--- src/rtl/muldiv_unit_if.sv ---
// Issue/write-back bundle between the core and the iterative multiply/divide unit.
// The master side issues operations; the slave side (the unit) returns a register-file write.
interface muldiv_unit_if #(
  parameter int unsigned W = 32
);
  logic         start;
  logic [1:0]   op;
  logic [W-1:0] a;
  logic [W-1:0] b;
  logic [4:0]   rd;
  logic         busy;
  logic         we;
  logic [4:0]   wa;
  logic [W-1:0] wd;

  modport master (
    output start, op, a, b, rd,
    input  busy, we, wa, wd
  );

  modport slave (
    input  start, op, a, b, rd,
    output busy, we, wa, wd
  );
endinterface

--- src/rtl/muldiv_unit.sv ---
// Iterative unsigned multiply/divide unit: shift-add multiply, restoring divide.
// One op every W+2 cycles: W iteration cycles, one result-load cycle, one write-back cycle.
module muldiv_unit #(
  parameter int unsigned W = 32
) (
  input logic          clk,
  input logic          rst,
  muldiv_unit_if.slave bus
);

  localparam int unsigned CW = $clog2(W + 1);

  typedef enum logic [1:0] {StIdle, StCalc, StDone} state_e;

  state_e         state_q, state_d;
  logic [CW-1:0]  cnt_q, cnt_d;
  logic [1:0]     op_q, op_d;
  logic [4:0]     rd_q, rd_d;
  // Multiplicand for MUL, divisor for DIV.
  logic [W-1:0]   opd_q, opd_d;
  // hi: product upper half / partial remainder; lo: multiplier+product lower half / quotient.
  logic [W-1:0]   hi_q, hi_d;
  logic [W-1:0]   lo_q, lo_d;
  logic [4:0]     wa_q, wa_d;
  logic [W-1:0]   wd_q, wd_d;

  logic           accept;
  logic [W:0]     mul_sum;
  logic [W:0]     div_shift;
  logic           div_ge;
  logic [W-1:0]   div_sub;

  assign bus.busy = (state_q != StIdle);
  assign bus.we   = (state_q == StDone);
  assign bus.wa   = wa_q;
  assign bus.wd   = wd_q;

  // Next-state and datapath: accept, iterate, load result, write back.
  always_comb begin
    state_d = state_q;
    cnt_d   = cnt_q;
    op_d    = op_q;
    rd_d    = rd_q;
    opd_d   = opd_q;
    hi_d    = hi_q;
    lo_d    = lo_q;
    wa_d    = wa_q;
    wd_d    = wd_q;
    accept  = 1'b0;

    mul_sum   = {1'b0, hi_q} + (lo_q[0] ? {1'b0, opd_q} : '0);
    // Partial remainder is W+1 bits wide before the trial subtraction.
    div_shift = {hi_q, lo_q[W-1]};
    div_ge    = (div_shift >= {1'b0, opd_q});
    // When div_ge holds the difference is below 2^W, so W-bit wraparound is exact.
    div_sub   = div_shift[W-1:0] - opd_q;

    unique case (state_q)
      StIdle: begin
        accept = bus.start;
      end
      StCalc: begin
        if (cnt_q == CW'(W)) begin
          wa_d    = rd_q;
          wd_d    = op_q[0] ? hi_q : lo_q;
          state_d = StDone;
        end else begin
          cnt_d = cnt_q + 1'b1;
          if (!op_q[1]) begin
            hi_d = mul_sum[W:1];
            lo_d = {mul_sum[0], lo_q[W-1:1]};
          end else if (div_ge) begin
            hi_d = div_sub;
            lo_d = {lo_q[W-2:0], 1'b1};
          end else begin
            hi_d = div_shift[W-1:0];
            lo_d = {lo_q[W-2:0], 1'b0};
          end
        end
      end
      StDone: begin
        state_d = StIdle;
        // Back-to-back issue is allowed on the edge leaving write-back.
        accept  = bus.start;
      end
      default: state_d = StIdle;
    endcase

    if (accept) begin
      state_d = StCalc;
      cnt_d   = '0;
      op_d    = bus.op;
      rd_d    = bus.rd;
      opd_d   = bus.op[1] ? bus.b : bus.a;
      hi_d    = '0;
      lo_d    = bus.op[1] ? bus.a : bus.b;
    end
  end

  // State and datapath registers with synchronous reset (reset also drops a pending start).
  always_ff @(posedge clk) begin
    if (rst) begin
      state_q <= StIdle;
      cnt_q   <= '0;
      op_q    <= '0;
      rd_q    <= '0;
      opd_q   <= '0;
      hi_q    <= '0;
      lo_q    <= '0;
      wa_q    <= '0;
      wd_q    <= '0;
    end else begin
      state_q <= state_d;
      cnt_q   <= cnt_d;
      op_q    <= op_d;
      rd_q    <= rd_d;
      opd_q   <= opd_d;
      hi_q    <= hi_d;
      lo_q    <= lo_d;
      wa_q    <= wa_d;
      wd_q    <= wd_d;
    end
  end

endmodule

--- src/flat_wrapper.sv ---
// flat-port wrapper written by rule: the top's interface ports become plain ports
module muldiv_unit_flat 
#(
  parameter int unsigned W = 32
)
  (clk, rst, bus_start, bus_op, bus_a, bus_b, bus_rd, bus_busy, bus_we, bus_wa, bus_wd);
  muldiv_unit_if #(.W(W)) bus_i ();
  input logic clk;
  input logic rst;
  input wire logic [$bits(bus_i.start)-1:0] bus_start;
  input wire logic [$bits(bus_i.op)-1:0] bus_op;
  input wire logic [$bits(bus_i.a)-1:0] bus_a;
  input wire logic [$bits(bus_i.b)-1:0] bus_b;
  input wire logic [$bits(bus_i.rd)-1:0] bus_rd;
  output wire logic [$bits(bus_i.busy)-1:0] bus_busy;
  output wire logic [$bits(bus_i.we)-1:0] bus_we;
  output wire logic [$bits(bus_i.wa)-1:0] bus_wa;
  output wire logic [$bits(bus_i.wd)-1:0] bus_wd;
  assign bus_i.start = bus_start;
  assign bus_i.op = bus_op;
  assign bus_i.a = bus_a;
  assign bus_i.b = bus_b;
  assign bus_i.rd = bus_rd;
  assign bus_busy = bus_i.busy;
  assign bus_we = bus_i.we;
  assign bus_wa = bus_i.wa;
  assign bus_wd = bus_i.wd;
  muldiv_unit #(.W(W)) u_core (.clk(clk), .rst(rst), .bus(bus_i));
endmodule
--- config.mk ---
export PLATFORM = sky130hd
export DESIGN_NAME = muldiv_unit_flat
export DESIGN_NICKNAME = d
export VERILOG_FILES = /design/src/rtl/muldiv_unit_if.sv /design/src/rtl/muldiv_unit.sv /design/src/flat_wrapper.sv
export SDC_FILE = /design/constraint.sdc
export NUM_CORES = 1
export LEC_CHECK = 0
export CAP_MARGIN = 25
export CORE_ASPECT_RATIO = 1.75
export CORE_MARGIN = 3
export CORE_UTILIZATION = 53
export CTS_CLUSTER_DIAMETER = 150
export CTS_CLUSTER_SIZE = 40
export DETAILED_ROUTE_END_ITERATION = 6
export GPL_TIMING_DRIVEN = 1
export PLACE_DENSITY = 0.78
export SYNTH_ARGS = -nofsm -noshare
export SYNTH_HDL_FRONTEND = slang
export SYNTH_SLANG_ARGS = --single-unit
export TNS_END_PERCENT = 1
--- constraint.sdc ---
create_clock -name clk -period 3.2 [get_ports clk]
set_input_delay 0.96 -clock clk [delete_from_list [all_inputs] [get_ports clk]]
set_output_delay 0.96 -clock clk [all_outputs]
set_load 0.01 [all_outputs]
### Word-level counts from Yosys, hierarchy flattened

Index checks and enable logic that the tools add are counted.

| cells by class | value |
|---|---|
| add/sub/neg operators | 3 |
| order comparisons | 1 |
| equal/unequal tests | 7 |
| mux-type cells | 15 |
| bitwise logic cells | 2 |
| reduce and logical (&&, ||, !) cells | 10 |

Operators with widths:

| operator | number |
|---|---|
| $mux W32 | 10 |
| $add A32 B33 Y33 | 1 |
| $ge A33 B32 Y1 | 1 |
| $sub A32 B32 Y32 | 1 |
| $reduce_and A2 Y1 | 5 |
| $add A6 B1 Y6 const B | 1 |
| $eq A6 B6 Y1 const B | 1 |
| $ne A2 B1 Y1 const B | 3 |
| $pmux W2 S2 | 1 |
| $reduce_bool A2 Y1 | 2 |
| $reduce_or A2 Y1 | 2 |
| $mux W1 | 3 |
| $ne A3 B1 Y1 const B | 1 |
| $eq A2 B1 Y1 const B | 1 |
| $eq A2 B2 Y1 const B | 1 |
| $logic_not A2 Y1 | 1 |
| $mux W2 | 1 |
| $not A1 Y1 | 2 |

| storage, ports and cells | value |
|---|---|
| bits in registers | 148 |
| bits of input ports | 74 |
| output and inout bits | 39 |

### Logic depth before layout (Yosys ltp)

| logic depth | value |
|---|---|
| depth after elaboration | 6 |
| gate-level depth with buffers | 14 |

### Worst setup path after synthesis

OpenSTA, ideal clock, no wires.

| timing | value |
|---|---|
| path kind | reg2reg |
| start point | reg u_core.lo_q[0] |
| end point | reg u_core.hi_q[25] |
| setup time | 0.120 ns |
| arrival time | 3.016 ns |
| slack | 0.064 ns |
| stages on the path, launching flop included | 14 |
| buffers on the path | 1 |
| clock period less this slack | 3.136 ns |
| cell sequence | dfxtp_1 clkbuf_1 and2_1 ha_1 fa_1 a211oi_1 o21ai_1 a21oi_1 o21a_1 o41ai_2 and4b_1 o31a_1 a211oi_1 nor2_1 |

| on the way | value |
|---|---|
| cells in the longest elaborated chain, start to end | 3 |

Ends and longest elaborated chain:

| element | RTL line | RTL |
|---|---|---|
| start, declared | muldiv_unit.sv:23 | `logic [W-1:0] lo_q, lo_d;` |
| start signal, assigned | muldiv_unit.sv:119 | `lo_q <= lo_d;` |
| $mux W32 | muldiv_unit.sv:51 | `mul_sum = {1'b0, hi_q} + (lo_q[0] ? {1'b0, opd_q} : '0);` |
| $add A32 B33 Y33 | muldiv_unit.sv:51 |  |
| $mux W32 | muldiv_unit.sv:69 | `if (!op_q[1]) begin` |
| end signal, assigned | muldiv_unit.sv:118 | `hi_q <= hi_d;` |
| end, declared | muldiv_unit.sv:22 | `logic [W-1:0] hi_q, hi_d;` |

No other way between the ends.
A chain may end at the register's enable or synchronous reset.

### Final worst setup path

| timing | value |
|---|---|
| start point | reg u_core.opd_q[3] |
| end point | reg u_core.hi_q[25] |

| on the way | value |
|---|---|
| cells in the longest elaborated chain, start to end | 3 |
| elaborated cells between the ends (all ways) | 6 |

Ends and longest elaborated chain:

| element | RTL line | RTL |
|---|---|---|
| start, declared | muldiv_unit.sv:20 | `logic [W-1:0] opd_q, opd_d;` |
| start signal, assigned | muldiv_unit.sv:117 | `opd_q <= opd_d;` |
| $mux W32, or another cell as far along | muldiv_unit.sv:51 |  |
| $add A32 B33 Y33 or $mux W32 (tied branches) | muldiv_unit.sv:51, muldiv_unit.sv:72 |  |
| $mux W32 * | muldiv_unit.sv:69 |  |

Mark *: on every way between the ends. The rest lies on a longest branch, timed or not.

==> insert_results.sql <==
INSERT INTO impl_metrics (metric_group, metric, value, unit) VALUES
('cells_and_area', 'antenna-diode-count', '0', ''),
('die', 'dieArea', '22390', 'sq um'),
('critical_path', 'cp_data_arrival_time', '3.41', 'ns'),
('cells_and_area', 'finalNetCount', '1659', ''),
('synth', 'synth_enable_flop_cells', '0', ''),
('placement', 'detailed_place_hpwl', '29430', 'um'),
('drt', 'top_layer', 'met4', ''),
('global_routing', 'antenna_violations_before_repair', '0', ''),
('global_routing', 'first_global_vias', '11290', ''),
('outcome', 'run_status', 'complete, no violations', ''),
('global_routing', 'grt_pass1_wl', '58630', 'um'),
('timing', 'worstMarginPinSlew', '0.6115', 'ns'),
('drt', 'initialDrtViolationCount', '747', ''),
('critical_path', 'worstSetupEndpointType', 'flop', ''),
('clock_tree', 'cts_max_level', '4', ''),
('placement', 'gp_congestion', '1.013', ''),
('timing', 'slew_viol_final', '0', ''),
('synth', 'yosys.cell_types.count', '71', ''),
('die', 'dieWidth', '114.4', 'um'),
('pwr', 'highest_ir_drop_seen_on_vdd', '0.3948', 'mV'),
('clock_tree', 'cts_root_buf', 'sky130_fd_sc_hd__clkbuf_16', ''),
('critical_path', 'crit-reg2reg-launch', 'u_core.opd_q[3]$_SDFFE_PP0P_', ''),
('drt', 'detail-route-antenna-nets', '0', ''),
('critical_path', 'worst_path_dominant_cell_family', 'compound AO/OA/AOI/OAI gates', ''),
('critical_path', 'setup.reg_to_reg.worst_slack', '0.11', 'ns'),
('drt', 'post_drt_wl_per_cell', '21.49', 'um'),
('synth', 'netlist_area', '10900', 'sq um'),
('clock_tree', 'cts_inserted_buffers', '17', ''),
('critical_path', 'cp.required', '3.52', 'ns'),
('global_routing', 'grt.total_usage', '33.65', '%'),
('timing', 'setup_viol_count_final', '0', ''),
('timing', 'report.final.hold_viol_count', '0', ''),
('timing', 'setup_tns', '0', 'ns'),
('synth', 'leading_register_cell_type_out_of_synthesis', 'sky130_fd_sc_hd__dfxtp_1', ''),
('die', 'die_y', '195.7', 'um'),
('drt', 'route.met3.wl', '1674', 'um'),
('clock_tree', 'post_cts_hold_buffer_count', '0', ''),
('critical_path', 'critical_path.most_common_cell', 'sky130_fd_sc_hd__o31a_1', ''),
('critical_path', 'crit-reg2reg-capture', 'u_core.hi_q[25]$_SDFFE_PP0P_', ''),
('timing', 'final_period_minus_worst_setup_slack', '3.086', 'ns'),
('placement', 'placement.io_buffers', '112', ''),
('critical_path', 'timing.critical_path.slowest_stage_cell', 'sky130_fd_sc_hd__dfxtp_1', ''),
('clock_tree', 'clock_latency', '0.45', 'ns'),
('synth', 'synthCells', '1363', ''),
('synth', 'synth_area_per_cell', '7.997', 'sq um'),
('drt', 'drt-pass1-iter-count', '5', ''),
('critical_path', 'last_element_of_the_critical_path', 'u_core.hi_q[25]$_SDFFE_PP0P_', ''),
('timing', 'fin_crit_sh', '96.44', '%'),
('critical_path', 'ff2ff_path_depth', '12', ''),
('critical_path', 'path_depth', '12', ''),
('placement', 'detailed_place.area', '12880', 'sq um'),
('timing', 'max_fclk', '0.3240', 'GHz'),
('drt', 'met1Wirelength', '12410', 'um'),
('die', 'initial_core_util', '54.52', '%'),
('pwr', 'power-per-cell-area', '428.2', 'nW/um^2'),
('clock_tree', 'tritoncts', 'done', ''),
('die', 'core-area', '19990', 'sq um'),
('clock_tree', 'cts.reportedPaths.clkPinSlew', '0.07', 'ns'),
('cells_and_area', 'postLayoutCoreUtil', '67.93', '%'),
('global_routing', 'sum_of_overflow_across_all_layers_after_global_routing', '0', ''),
('clock_tree', 'clock_path_buffers', '2', ''),
('cells_and_area', 'layout_overhead_on_the_synthesized_area', '24.60', '%'),
('drt', 'dr_wl_met2', '19770', 'um'),
('critical_path', 'critPathMaxFanout', '30', ''),
('critical_path', 'critical_path.startpoint', 'u_core.opd_q[3]$_SDFFE_PP0P_', ''),
('drt', 'drt_wl_total', '38150', 'um'),
('critical_path', 'worstSetupPathType', 'flop to flop', ''),
('timing', 'max-slew-margin-rel', '59.08', '%'),
('pwr', 'static-leakage-power', '5.640', 'nW'),
('synth', 'synth-warning-count', '0', ''),
('die', 'io_pins', '113', '');
==> synthesized netlist by cell type (10+ instances only) <==
cell	n	area share, %
sky130_fd_sc_hd__dfxtp_1	148	27
sky130_fd_sc_hd__nor2_1	154	5.3
sky130_fd_sc_hd__nor2b_1	14	0.80
sky130_fd_sc_hd__nand4_1	11	0.63
sky130_fd_sc_hd__mux2i_1	139	13
sky130_fd_sc_hd__nand2b_1	10	0.57
sky130_fd_sc_hd__o21a_1	15	1.0
sky130_fd_sc_hd__inv_1	50	1.7
sky130_fd_sc_hd__a31oi_1	10	0.57
sky130_fd_sc_hd__a21o_1	25	1.7
sky130_fd_sc_hd__xnor2_1	30	2.4
sky130_fd_sc_hd__o22ai_1	18	1.0
sky130_fd_sc_hd__nand3_1	14	0.64
sky130_fd_sc_hd__o21ai_0	58	2.7
sky130_fd_sc_hd__nand2_1	97	3.3
sky130_fd_sc_hd__clkbuf_1	64	2.2
sky130_fd_sc_hd__ha_1	66	7.6
sky130_fd_sc_hd__xor2_1	22	1.8
sky130_fd_sc_hd__a211oi_1	110	7.6
sky130_fd_sc_hd__a21oi_1	115	5.3
sky130_fd_sc_hd__and2_1	37	2.1
sky130_fd_sc_hd__nor3_1	15	0.69
sky130_fd_sc_hd__buf_1	13	0.45
==> power breakdown <==
group / leakage, nW / switching [W] / internal (W)
Sequential: 1.21 / 0.000135 / 0.00194
Combinational: 4.14 / 0.000943 / 0.000741
Clock: 0.287 / 0.000927 / 0.00113
==> worst register-to-register path: stages (launching register included) <==
cell and delay [ns]:
sky130_fd_sc_hd__dfxtp_1 0.43, sky130_fd_sc_hd__inv_1 0.07, sky130_fd_sc_hd__ha_1 0.35, sky130_fd_sc_hd__o21a_1 0.14, sky130_fd_sc_hd__o31a_1 0.25, sky130_fd_sc_hd__o31a_1 0.26
sky130_fd_sc_hd__a311oi_4 0.14, sky130_fd_sc_hd__o21ba_4 0.24, sky130_fd_sc_hd__o21ai_2 0.22, sky130_fd_sc_hd__buf_12 0.24, sky130_fd_sc_hd__mux2_2 0.36, sky130_fd_sc_hd__a211oi_1 0.22
sky130_fd_sc_hd__nor2_1 0.07
==> placed cells by master (no fill, tap or decap), types with 37 or more instances in the layout <==
cell	instances
sky130_fd_sc_hd__inv_1	50
sky130_fd_sc_hd__o21ai_0	55
sky130_fd_sc_hd__clkdlybuf4s50_1	110
sky130_fd_sc_hd__nor2_1	154
sky130_fd_sc_hd__ha_1	60
sky130_fd_sc_hd__nand2_1	96
sky130_fd_sc_hd__a21oi_1	112
sky130_fd_sc_hd__dfxtp_1	135
sky130_fd_sc_hd__mux2i_1	139
sky130_fd_sc_hd__a211oi_1	108
sky130_fd_sc_hd__and2_1	37
sky130_fd_sc_hd__buf_4	106
==> timing repair <==
action,in CTS,in global routing
resized for setup,3,31
pin swaps,0,2
endpoints found under the setup margin,5,21
==> routing by layer <==
| layer | vias to the layer above | GRT usage, % |
|---|---|---|
| met4 | 0 | 29.37 |
| li1 | 5292 | - |
| met1 | 5276 | 31.57 |
| met5 | - | 0 |
| met3 | 209 | 5.432 |
| met2 | 419 | 61.01 |
==> worst min path at each step <==
stage	startpoint	end	slack, ns	depth (start not counted)
4_1_cts	u_core.rd_q[2]$_SDFFE_PP0P_	u_core.rd_q[2]$_SDFFE_PP0P_	0.46	2
2_1_floorplan	u_core.rd_q[0]$_SDFFE_PP0P_	u_core.rd_q[0]$_SDFFE_PP0P_	0.44	2
5_1_grt	u_core.rd_q[2]$_SDFFE_PP0P_	u_core.rd_q[2]$_SDFFE_PP0P_	0.49	2
3_5_place_dp	u_core.rd_q[2]$_SDFFE_PP0P_	u_core.rd_q[2]$_SDFFE_PP0P_	0.45	2
6_report	u_core.rd_q[3]$_SDFFE_PP0P_	u_core.rd_q[3]$_SDFFE_PP0P_	0.46	2
3_3_place_gp	u_core.rd_q[0]$_SDFFE_PP0P_	u_core.rd_q[0]$_SDFFE_PP0P_	0.44	2
==> stage by stage <==
stage	instances	worst slack (ns)	power [W]	hold WS, ns
finish	1775	0.1138	0.005816	0.4638
global route	1775	-0.05332	0.006048	0.4868
CTS	1775	0.01006	0.005772	0.4601
detailed placement	1743	-0.007624	0.003734	0.4503
global placement	1743	0.009186	0.003708	0.4430
floorplan	1363	0.06404	0.003117	0.4360
==> cell families after synthesis <==
group / count (synthesis) / synth area share [%]
compound gates: 422 / 25.49
xor+xnor: 52 / 4.178
buf+inv: 139 / 5.096
flops: 148 / 27.18
fa+ha+maj: 68 / 7.943
mux: 151 / 14.00
simple gates: 383 / 16.10
==> state kept, by name, summed over array words and instances (netlist names) <==
| signal | count |
|---|---|
| u_core.rd_q | 5 |
| u_core.hi_q | 32 |
| u_core.cnt_q | 6 |
| u_core.lo_q | 32 |
| u_core.bus.wa | 5 |
| u_core.bus.wd | 32 |
| u_core.state_q | 2 |
| u_core.opd_q | 32 |
| u_core.op_q | 2 |
==> final cells by class <==
class	count	area, sq um
Multi-Input combinational cell	1076	7478
Tap cell	245	306.5
Sequential cell	148	2982
Fill cell	1672	6412
Clock buffer	18	439.2
Clock inverter	14	156.4
Inverter	51	191.4
Timing Repair Buffer	223	2028
Note: power is estimated with default switching activity, not from simulation.
==> RTL change: new RTL, same flow settings <==
`W` is set to 32 in 3 places; all go to 64.
--- a/src/rtl/muldiv_unit_if.sv
+++ b/src/rtl/muldiv_unit_if.sv
@@ -3,3 +3,3 @@
 interface muldiv_unit_if #(
-  parameter int unsigned W = 32
+  parameter int unsigned W = 64
 );
--- a/src/rtl/muldiv_unit.sv
+++ b/src/rtl/muldiv_unit.sv
@@ -3,3 +3,3 @@
 module muldiv_unit #(
-  parameter int unsigned W = 32
+  parameter int unsigned W = 64
 ) (
--- a/src/flat_wrapper.sv
+++ b/src/flat_wrapper.sv
@@ -3,3 +3,3 @@
 #(
-  parameter int unsigned W = 32
+  parameter int unsigned W = 64
 )
Ports: changed (resized bus_a, bus_b and bus_wd); port bits go from 113 to 209. The function was not compared with the original's and may differ.
==> RTL change against the unedited design <==
- the flow now finishes with violations (setup timing)
- non-clock buffer count rose by 417
- sequential cell count rose by 129
- worst hold slack improved by 7.3 ps
- core utilization rose by 2.1 points
- die area rose by 92%
- critical path depth rose by 4
- clock power fell by 12%
- global-route usage rose by 5.0 points
- design area rose by 100%
- routed wire length rose by 120%
- total power rose by 73%
- cell count rose by 110%
- area after synthesis rose by 96%
- worst setup slack got worse by 560 ps
==> RTL change: results (changes against the unedited design) <==
status=complete, but fails checks (was finished clean); failing checks=setup timing; largest net degree at the start of global routing=104 (was 68); clock-pin slew on the worst setup and hold paths=170 ps (was 70 ps); leakage=0.0117 uW (was 0.00564 uW); wl on met1=29100 um (was 12400 um); number of diodes=0 (unchanged); maximum root-to-sink buffer count=3 (was 2); PortBufs=208 (was 112); R2R cell count=16 (was 12); reg2reg start=u_core.lo_q[0] (was u_core.opd_q[3]); internal power=6220 uW (was 3810 uW); Setup WS post-layout=-441 ps (was 114 ps); Post-Syn Instances=2754 (was 1363); share of layout cells above drive strength 1=18.9% (was 13.1%); # setup viols final=56 (was 0); Placer Congestion=1.01 (about the same); Least-Margin Pin Slew=1010 ps (was 612 ps); GR Util All Layers=38.7% (was 33.7%); setup_tns=-8060 ps (was 0 ps); later-pin clock latency in the skew report=560 ps (was 450 ps); dpl cells=3674 (was 1743); H-tree levels=1 (was 4); Syn Nets=3024 (was 1505); DPL Wire Length=63800 um (was 29400 um); Detail Route met2 WL=44300 um (was 19800 um); vias in the first global route=24.6k (was 11.3k); synth top area cells=dfxtp_1, mux2i_1, ha_1 (was dfxtp_1, mux2i_1, a211oi_1); Routed WL=85300 um (was 38100 um); Data arrival, critical path=4100 ps (was 3410 ps); cts bufs inserted=10 (was 17); top post-synthesis cells by count=nor2_1, dfxtp_1, mux2i_1 (unchanged); first-pass GRT wire length=131000 um (was 58600 um); CP max stage cell=or4b_1 (was dfxtp_1); DR vias/cell=6.39 (was 6.31); clk_skew=57.0 ps (was 18.5 ps); Final #Nets=3469 (was 1659); met3 wire len=4460 um (was 1670 um); worst-path fanout max=20 (was 30); crit-path max cell delay=480 ps (was 430 ps); Initial DRT Pass Iterations=6 (was 5); Max VDD drop=525 uV (was 395 uV); Distinct cells, synth=86 (was 71)
## RTL change: worst min-delay path, stage by stage, from the launching register on
cell and delay (ps):
dfxtp_1 340, nand2_1 50, a21oi_1 60
## RTL change: worst max-delay path by stage
stage	start	slack (ps)	endpoint
CTS	u_core.lo_q[0]	-450	u_core.hi_q[61]
global route	u_core.lo_q[0]	-590	u_core.hi_q[61]
detailed placement	u_core.lo_q[0]	-500	u_core.hi_q[57]
global placement	u_core.hi_q[0]	-460	u_core.hi_q[56]
finish	u_core.lo_q[0]	-440	u_core.hi_q[61]
floorplan	u_core.lo_q[0]	-90	u_core.hi_q[61]
## RTL change: per-stage QoR
stage / instance area (um^2) / setup WS [ps] / hold slack (ps)
floorplan: 21500 / -91.7 / 436
global placement: 26800 / -460 / 442
detailed placement: 26800 / -499 / 451
CTS: 27600 / -449 / 470
global route: 27700 / -593 / 493
finish: 27700 / -441 / 471
## RTL change: layer usage
metal / vias up / GRT usage [%]
met1: 11245 / 39.2
met4: 0 / 29.1
met5: - / 0
met3: 375 / 4.34
met2: 990 / 70.7
li1: 10962 / -
## RTL change: repair_timing
action / in CTS / in global routing
gates resized for setup: 110 / 15
setup buffers: 1 / 1
cloned: 1 / 0
pin swaps: 27 / 6
endpoints found under the setup margin: 65 / 65
## RTL change: cells by family after synthesis
logic type	after synthesis	share of synthesized area (%)
AO/OA/AOI/OAI	914	27.7
XOR/XNOR	117	4.79
adder cells (fa/ha/maj)	132	7.78
buffers and inverters	304	5.67
flip-flops	277	25.9
multiplexers	262	12.3
AND/OR/NAND/NOR	748	15.9
## RTL change: power groups by stage
| stage | Sequential [uW] | Combinational, uW | Clock [uW] |
|---|---|---|---|
| 5_1_grt | 3920 | 4680 | 1930 |
| 3_5_place_dp | 3960 | 4100 | 0 |
| 6_report | 3910 | 4350 | 1800 |
| 4_1_cts | 3890 | 4250 | 1810 |
| 3_3_place_gp | 3950 | 4030 | 0 |
| 2_1_floorplan | 3850 | 2370 | 0 |
## RTL change: cell type report
class | count | area [um^2]
tap | 490 | 613
inverter | 97 | 364
clock inverter | 1 | 5.00
sequential | 277 | 5580
clock buffer | 13 | 283
fill | 3333 | 11800
timing repair buffer | 640 | 5610
multi-input combinational | 2173 | 15200
